**src/rtl/fpga_rom_loader.sv**
```systemverilog
// Purpose: streams host words into ROM BRAM port B at auto-incrementing word addresses,
//          keeps a 32-bit additive checksum and holds Caliptra in reset until a clean load.
// Latency: handshake in cycle N -> BRAM write strobe in N+1 -> done in N+2
//          (verify build: done n+2 cycles after the last write strobe).
// Backpressure: s_ready is high only while loading and drops right after the last accepted word.
//
// Optional feature macro: FPGA_ROM_LOADER_VERIFY_EN (read back the loaded image and compare sums).
//
// Ports:
//   axi_bram_clk / axi_bram_rst : sole clock, synchronous active-high reset
//   start, word_count           : load request and length (sampled only in IDLE/DONE)
//   s_valid, s_data, s_ready    : host word stream
//   axi_bram_en/we/addr/wrdata  : registered BRAM port B controls
//   axi_bram_rddata             : BRAM read data, one cycle after a read
//   busy, done, error, checksum : load status
//   cptra_rst_hold              : 1 keeps Caliptra in reset
module fpga_rom_loader #(
    parameter int ADDR_W = 13,
    parameter int DATA_W = 32
) (
    input  logic              axi_bram_clk,
    input  logic              axi_bram_rst,
    input  logic              start,
    input  logic [ADDR_W:0]   word_count,
    input  logic              s_valid,
    input  logic [31:0]       s_data,
    output logic              s_ready,
    output logic              axi_bram_en,
    output logic [3:0]        axi_bram_we,
    output logic [ADDR_W-1:0] axi_bram_addr,
    output logic [31:0]       axi_bram_wrdata,
    input  logic [31:0]       axi_bram_rddata,
    output logic              busy,
    output logic              done,
    output logic              error,
    output logic [31:0]       checksum,
    output logic              cptra_rst_hold
);

    generate
        if (DATA_W != 32) begin : g_data_w_check
            $error("fpga_rom_loader: DATA_W must be 32");
        end
    endgenerate

    localparam logic [ADDR_W:0] MAX_WORDS = {1'b1, {ADDR_W{1'b0}}};
    localparam logic [ADDR_W:0] ONE       = {{ADDR_W{1'b0}}, 1'b1};

`ifdef FPGA_ROM_LOADER_VERIFY_EN
    typedef enum logic [2:0] {ST_IDLE, ST_WRITE, ST_VERIFY, ST_DRAIN, ST_DONE} state_t;
`else
    typedef enum logic [1:0] {ST_IDLE, ST_WRITE, ST_DONE} state_t;
`endif

    state_t          state;
    logic [ADDR_W:0] cnt;   // words requested for the current load
    logic [ADDR_W:0] idx;   // words accepted so far

`ifdef FPGA_ROM_LOADER_VERIFY_EN
    logic [ADDR_W:0] rd_idx;
    logic [31:0]     rb_sum;
    logic            rd_pend;  // a read was on the bus last cycle, rddata is valid now
    logic [31:0]     rb_final;
    assign rb_final = rb_sum + (rd_pend ? axi_bram_rddata : 32'h0);
`else
    logic unused_rddata;
    assign unused_rddata = ^axi_bram_rddata;
`endif

    always_ff @(posedge axi_bram_clk) begin
        if (axi_bram_rst) begin
            state           <= ST_IDLE;
            s_ready         <= 1'b0;
            axi_bram_en     <= 1'b0;
            axi_bram_we     <= 4'h0;
            axi_bram_addr   <= '0;
            axi_bram_wrdata <= 32'h0;
            busy            <= 1'b0;
            done            <= 1'b0;
            error           <= 1'b0;
            checksum        <= 32'h0;
            cptra_rst_hold  <= 1'b1;
            cnt             <= '0;
            idx             <= '0;
`ifdef FPGA_ROM_LOADER_VERIFY_EN
            rd_idx          <= '0;
            rb_sum          <= 32'h0;
            rd_pend         <= 1'b0;
`endif
        end else begin
            case (state)
                ST_IDLE, ST_DONE: begin
                    axi_bram_en <= 1'b0;
                    axi_bram_we <= 4'h0;
                    if (start) begin
                        if (word_count == '0) begin
                            state          <= ST_DONE;
                            busy           <= 1'b0;
                            done           <= 1'b1;
                            error          <= 1'b0;
                            checksum       <= 32'h0;
                            cptra_rst_hold <= 1'b0;
                        end else if (word_count > MAX_WORDS) begin
                            // Rejected before any BRAM access; Caliptra stays in reset.
                            state          <= ST_DONE;
                            busy           <= 1'b0;
                            done           <= 1'b1;
                            error          <= 1'b1;
                            checksum       <= 32'h0;
                            cptra_rst_hold <= 1'b1;
                        end else begin
                            state          <= ST_WRITE;
                            busy           <= 1'b1;
                            done           <= 1'b0;
                            error          <= 1'b0;
                            checksum       <= 32'h0;
                            cptra_rst_hold <= 1'b1;
                            cnt            <= word_count;
                            idx            <= '0;
                            s_ready        <= 1'b1;
                        end
                    end
                end

                ST_WRITE: begin
                    if (s_valid && s_ready) begin
                        axi_bram_en     <= 1'b1;
                        axi_bram_we     <= 4'hF;
                        axi_bram_addr   <= idx[ADDR_W-1:0];
                        axi_bram_wrdata <= s_data;
                        checksum        <= checksum + s_data;
                        idx             <= idx + ONE;
                        if (idx + ONE == cnt) begin
                            s_ready <= 1'b0;
                        end
                    end else begin
                        axi_bram_en <= 1'b0;
                        axi_bram_we <= 4'h0;
                    end
                    // s_ready is low inside WRITE only while the final write strobe is on the bus.
                    if (!s_ready) begin
`ifdef FPGA_ROM_LOADER_VERIFY_EN
                        state         <= ST_VERIFY;
                        axi_bram_en   <= 1'b1;
                        axi_bram_we   <= 4'h0;
                        axi_bram_addr <= '0;
                        rd_idx        <= ONE;
                        rb_sum        <= 32'h0;
                        rd_pend       <= 1'b0;
`else
                        state          <= ST_DONE;
                        busy           <= 1'b0;
                        done           <= 1'b1;
                        error          <= 1'b0;
                        cptra_rst_hold <= 1'b0;
`endif
                    end
                end

`ifdef FPGA_ROM_LOADER_VERIFY_EN
                ST_VERIFY: begin
                    rd_pend <= axi_bram_en;
                    if (rd_pend) begin
                        rb_sum <= rb_sum + axi_bram_rddata;
                    end
                    if (rd_idx == cnt) begin
                        axi_bram_en <= 1'b0;
                        state       <= ST_DRAIN;
                    end else begin
                        axi_bram_en   <= 1'b1;
                        axi_bram_addr <= rd_idx[ADDR_W-1:0];
                        rd_idx        <= rd_idx + ONE;
                    end
                end

                ST_DRAIN: begin
                    // The last read's data arrives this cycle; fold it in before comparing.
                    rd_pend        <= 1'b0;
                    state          <= ST_DONE;
                    busy           <= 1'b0;
                    done           <= 1'b1;
                    error          <= (rb_final != checksum);
                    cptra_rst_hold <= (rb_final != checksum);
                end
`endif

                default: state <= ST_IDLE;
            endcase
        end
    end

endmodule
```
**config.mk**
```make
export PLATFORM = sky130hd
export DESIGN_NAME = fpga_rom_loader
export DESIGN_NICKNAME = d
export VERILOG_FILES = /design/src/rtl/fpga_rom_loader.sv
export SDC_FILE = /design/constraint.sdc
export NUM_CORES = 1
export LEC_CHECK = 0
export BUFFER_PORTS_ARGS = -buffer_cell sky130_fd_sc_hd__buf_2
export CAP_MARGIN = 20
export CORE_MARGIN = 5
export CORE_UTILIZATION = 35
export CTS_CLUSTER_DIAMETER = 80
export DETAILED_ROUTE_END_ITERATION = 6
export GPL_TIMING_DRIVEN = 0
export SLEW_MARGIN = 20
export SYNTH_ARGS = -nofsm -noshare
export SYNTH_HDL_FRONTEND = slang
export SYNTH_SLANG_ARGS = --single-unit
```
**constraint.sdc**
```tcl
create_clock -name axi_bram_clk -period 2.62 [get_ports axi_bram_clk]
set_clock_uncertainty 0.05 [all_clocks]
set_input_delay 0.524 -clock axi_bram_clk [delete_from_list [all_inputs] [get_ports axi_bram_clk]]
set_output_delay 0.524 -clock axi_bram_clk [all_outputs]
set_load 0.005 [all_outputs]
```
* Yosys cells after proc, flatten, opt, wreduce, memory -nomap -nowiden *
Cells that the tools add are included.

word-level totals
  flip-flop bits (word level) = 117
  input bits = 82
  word-level logic and storage cells = 78

operators by class
  add/subtract/negate cells = 2
  $lt $le $gt $ge = 1
  eq/ne operators = 9
  multiplexer cells = 39
  bitwise gates (word level) = 2
  reduce and logical (&&, ||, !) cells = 12

operators with widths
  operator                                              number
  2-to-1 mux 32 bit                                     2
  one-hot mux 32 bit (2 select lines)                   1
  2-to-1 mux 14 bit                                     4
  adder 32 bit                                          1
  one-hot mux 14 bit (2 select lines)                   1
  2-to-1 mux 1 bit                                      18
  adder 14 x 1 -> 14 bit (second input constant)        1
  equality test 14 bit                                  1
  > comparator 14 bit (second input constant)           1
  zero test 14 bit                                      1
  inequality test 2 bit (second input constant)         6
  one-hot mux 1 bit (2 select lines)                    6
  2-to-1 mux 2 bit                                      4
  one-hot mux 4 bit (2 select lines)                    1
  AND reduction 3 bit                                   2
  AND reduction 6 bit                                   1
  AND reduction 5 bit                                   1
  2-to-1 mux 4 bit                                      1
  one-hot mux 2 bit (2 select lines)                    1
  AND reduction 2 bit                                   2
  AND reduction 4 bit                                   1
  equality test 2 x 1 -> 1 bit (second input constant)  1
  equality test 2 bit (second input constant)           1
  zero test 2 bit                                       1
  other kinds (4)                                       5

* Longest topological paths before layout *
  depth in word-level cells = 5
  depth in mapped cells = 12
  mapped depth without buffers = 12

* Worst setup path after synthesis *
OpenSTA, ideal clock, no wires.

  path type = input-to-reg
  start point = input s_data[6]
  end point = register checksum[25]
  arrival time = 2565 ps
  path slack = -112 ps
  stages = 10
  buffers on the path = 0
  path through = ha_1 -> a21oi_1 -> o21ai_1 -> or3_1 -> o21ai_2 -> a211oi_1 -> o21a_1 -> o21a_1 -> or3_1 -> a32o_1

between the ends
  cells in the longest elaborated chain, start to end = 3

ends and longest elaborated chain
  element                              RTL line  RTL
  start, declared                      26        input logic [31:0] s_data,
  adder 32 bit                         131       checksum <= checksum + s_data;
  2-to-1 mux 32 bit                    126       if (s_valid && s_ready) begin
  one-hot mux 32 bit (2 select lines)  91        case (state)
  end signal, assigned                 131
  end, declared                        36        output logic [31:0] checksum,

Every way passes these cells. The select of a mux whose other input is x is not followed.
A chain may end at the register's enable or synchronous reset.

* Worst setup path in the final report *
  start point = register checksum[8]
  end point = register checksum[25]

between the ends
  cells in the longest elaborated chain, start to end = 3

ends and longest elaborated chain
  element                              RTL line
  adder 32 bit                         131
  2-to-1 mux 32 bit                    126
  one-hot mux 32 bit (2 select lines)  91

Every way passes these cells. The select of a mux whose other input is x is not followed.

==> results.yml <==
power:
  irDropWorstVdd_mv: 0.4504
  leakagePower_uw: 0.003319
  p_per_area_nw_per_um2: 557.6
routing:
  detail_route.drc_violations: 0
  via_count: 5841
  firstDrtPassIters: 5
  viasPerCell: 5.044
  ant_nets: 0
  wirelength_mm: 17.89
  drtIter0Drc: 341
  wl_per_cell_um: 15.45
global_route:
  overflow: 0
  antenna_found_initial: 1
  grtUsageTotal: 0.1792
  grt_max_degree: 17
  grt_pass1_vias: 5524
  grt_pass1_wl_mm: 28.66
synthesis:
  yosys_warnings: 0
  synth.cell_area_sq_um: 5951
  netlist.area_leader.share: 0.3802
  synthFlopType: "dfxtp_1"
  async_reset_ff_frac: 0
  yosysSeqAreaShare: 0.3802
  syn_area_per_cell_sq_um: 7.748
  ys_ff_latch: 113
  syn_nets: 883
  synth_cells: 768
  synth_area_leaders: "dfxtp_1, a21oi_1, nand2_1, ha_1, xnor2_1"
  synth-edff-count: 0
  ys_types: 54
  yosysTopAreaCell: "dfxtp_1"
setup_path:
  r2r_end: "checksum[25]"
  required_ns: 2.88
  crit_slowest_cell: "dfxtp_4"
  worstSetupEndpoint: "checksum[25]"
  r2r_slack_ns: -0.005
  cpPeakStageDelay_ns: 0.36
  startpoint_type: "flop"
  path_depth: 10
  crit_start: "checksum[8]"
  path_buf_inv: 0
  cp.arrival_ns: 2.88
  reg2reg_depth: 10
  path_class: "reg2reg"
  path_delay_family: "compound AO/OA/AOI/OAI gates"
  crit_top_cell: "o21a_1"
  r2r-start: "checksum[8]"
  worstPathMaxFanout: 5
  endpoint_kind: "flop"
  crit_chain: "ha_4, a21oi_1, o21ai_1, or3_4, o21ai_4, a211oi_4, o21a_1, o21a_1, or3_1, a32o_1"
run_status:
  status: "finished, violations left"
  violations: "negative setup slack"
timing:
  finalCriticalPeriod_ns: 2.625
  worst_slack_ns: -0.004559
  worst_pin_slew_ns: 0.6828
  slew_viol_final: 0
  maxSlewHeadroom: 0.5448
  rsz0062_at_grt: "true"
  fin_crit_sh: 1.002
  fmax_ghz: 0.3810
  hold_violations: 0
  setup-violations-final: 1
placed_design:
  place_congestion: 0.8602
  port_buffers: 136
  dp_hpwl_mm: 13.41
  place_inst: 1124
clock_tree:
  cts_num_sinks: 113
  cts_inserted_buffers: 17
  ctsHoldBuffers: 0
  clk_latency_ns: 0.42
  clk_pin_slew_worst_paths_ns: 0.05
  cts_htree_levels: 4
  root_buffer: "clkbuf_16"
  tritoncts: "yes"
  clock_path_buffers: 2
flow_run:
  drv_cap: 0
die:
  die_h_um: 140.4
  initial_core_util: 0.3576
  dieArea_sq_um: 19710
  ios: 169
  coreArea_sq_um: 16640
  rows: 47
  die_w_um: 140.4
finish:
  layout_commonest_cell: "nand2_1"
  fin_util: 0.4621
  final_nets: 1040
  finalNonFillerCells: 1158
  drive_gt1_frac: 0.2316
  syn2layout_area_growth_pct: 29.25
  layout_common_cells: "nand2_1, buf_2, a21oi_1"
min_path:
  min-delay-path-class: "in2reg"
worst min-delay path: cells and delay by family:
kind	cells	cell delay (ns)
buf+inv	1	0.11
simple gates	1	0.05
compound gates	1	0.05
kinds of logic after synthesis:
logic type	share of synthesized area
AND/OR/NAND/NOR	0.2170
flip-flops	0.3802
multiplexers	0.001682
XOR/XNOR	0.06182
buffers and inverters	0.04079
adder cells (fa/ha/maj)	0.07065
AO/OA/AOI/OAI	0.2279
cells in the mapped netlist, drive strengths merged (2+ instances only):
cell,count
a211oi,5
nor4,5
or3,8
xnor2,32
nand4,3
and2,5
and3,7
a21o,23
a21oi,120
nand3,28
nand3b,6
nand2,157
o41ai,2
inv,11
clkbuf,38
o21ai,35
a22o,12
o31ai,3
a31oi,5
xor2,10
a22oi,2
o21a,8
nor2b,5
nor2,46
nand2b,6
buf,10
ha,32
nor3,14
dfxtp,113
cell type report:
type,instances,area (sq um)
multi-input cells,596,3622
fillers,1690,8951
clock buffers,26,519.2
repair buffers,139,703.2
plain buffers,47,206.4
clock inverters,5,50.05
well taps,220,275.3
flip-flops and latches,113,2271
inverters,11,41.29
diodes,1,2.502
how the worst min path moves through the flow:
| stage | startpoint | to | slack [ns] | cells past startpoint |
|---|---|---|---|---|
| floorplan | cnt[1] | cnt[1] | 0.40 | 2 |
| global placement | axi_bram_wrdata[24] | axi_bram_wrdata[24] | 0.39 | 2 |
| detailed placement | axi_bram_wrdata[18] | axi_bram_wrdata[18] | 0.39 | 2 |
| CTS | s_data[21] | axi_bram_wrdata[21] | 0.29 | 3 |
| global route | s_data[10] | axi_bram_wrdata[10] | 0.31 | 3 |
| finish | word_count[7] | cnt[7] | 0.31 | 3 |
flip-flops by register name, indices dropped and copies added, names as in the netlist:
| register | cells |
|---|---|
| checksum | 32 |
| axi_bram_wrdata | 32 |
| axi_bram_we | 1 |
| state | 2 |
| done | 1 |
| axi_bram_addr | 13 |
| busy | 1 |
| idx | 14 |
| error | 1 |
| cptra_rst_hold | 1 |
| cnt | 14 |
| s_ready | 1 |
per-stage QoR:
stage                     setup WS (ns)  total power, uW    TNS, ns  hold slack, ns  area (sq um)
final                         -0.004559             4289  -0.004559          0.3104          7691
after global routing            -0.1404             4449    -0.2614          0.3072          7691
after CTS                      -0.01222             4327   -0.01377          0.2941          7629
after detailed placement        -0.5163             2098     -7.969          0.3940          6975
after global placement          -0.5510             2097     -8.339          0.3906          6975
after floorplan                -0.04112             1973   -0.07960          0.3981          6020
power breakdown:
part	leakage (uW)	switching [uW]	internal, uW
combinational	0.00212	189	121
clock	0.000286	776	1440
sequential	0.000916	19.2	1740
total	0.00332	984	3300
timing repair:
item / 4_1_cts / 5_1_grt
gates resized for setup: 16 / 28
endpoints found under the setup margin: 6 / 68
setup buffers: 3 / 0
pin swaps: 6 / 4
routing by layer:
metal  share of wire  GRT usage
met3           0.046    0.03885
met4           0.017    0.06527
met2            0.46     0.2908
met5               0          0
met1            0.48     0.2343
No activity file was read; power rests on OpenSTA's default activity.
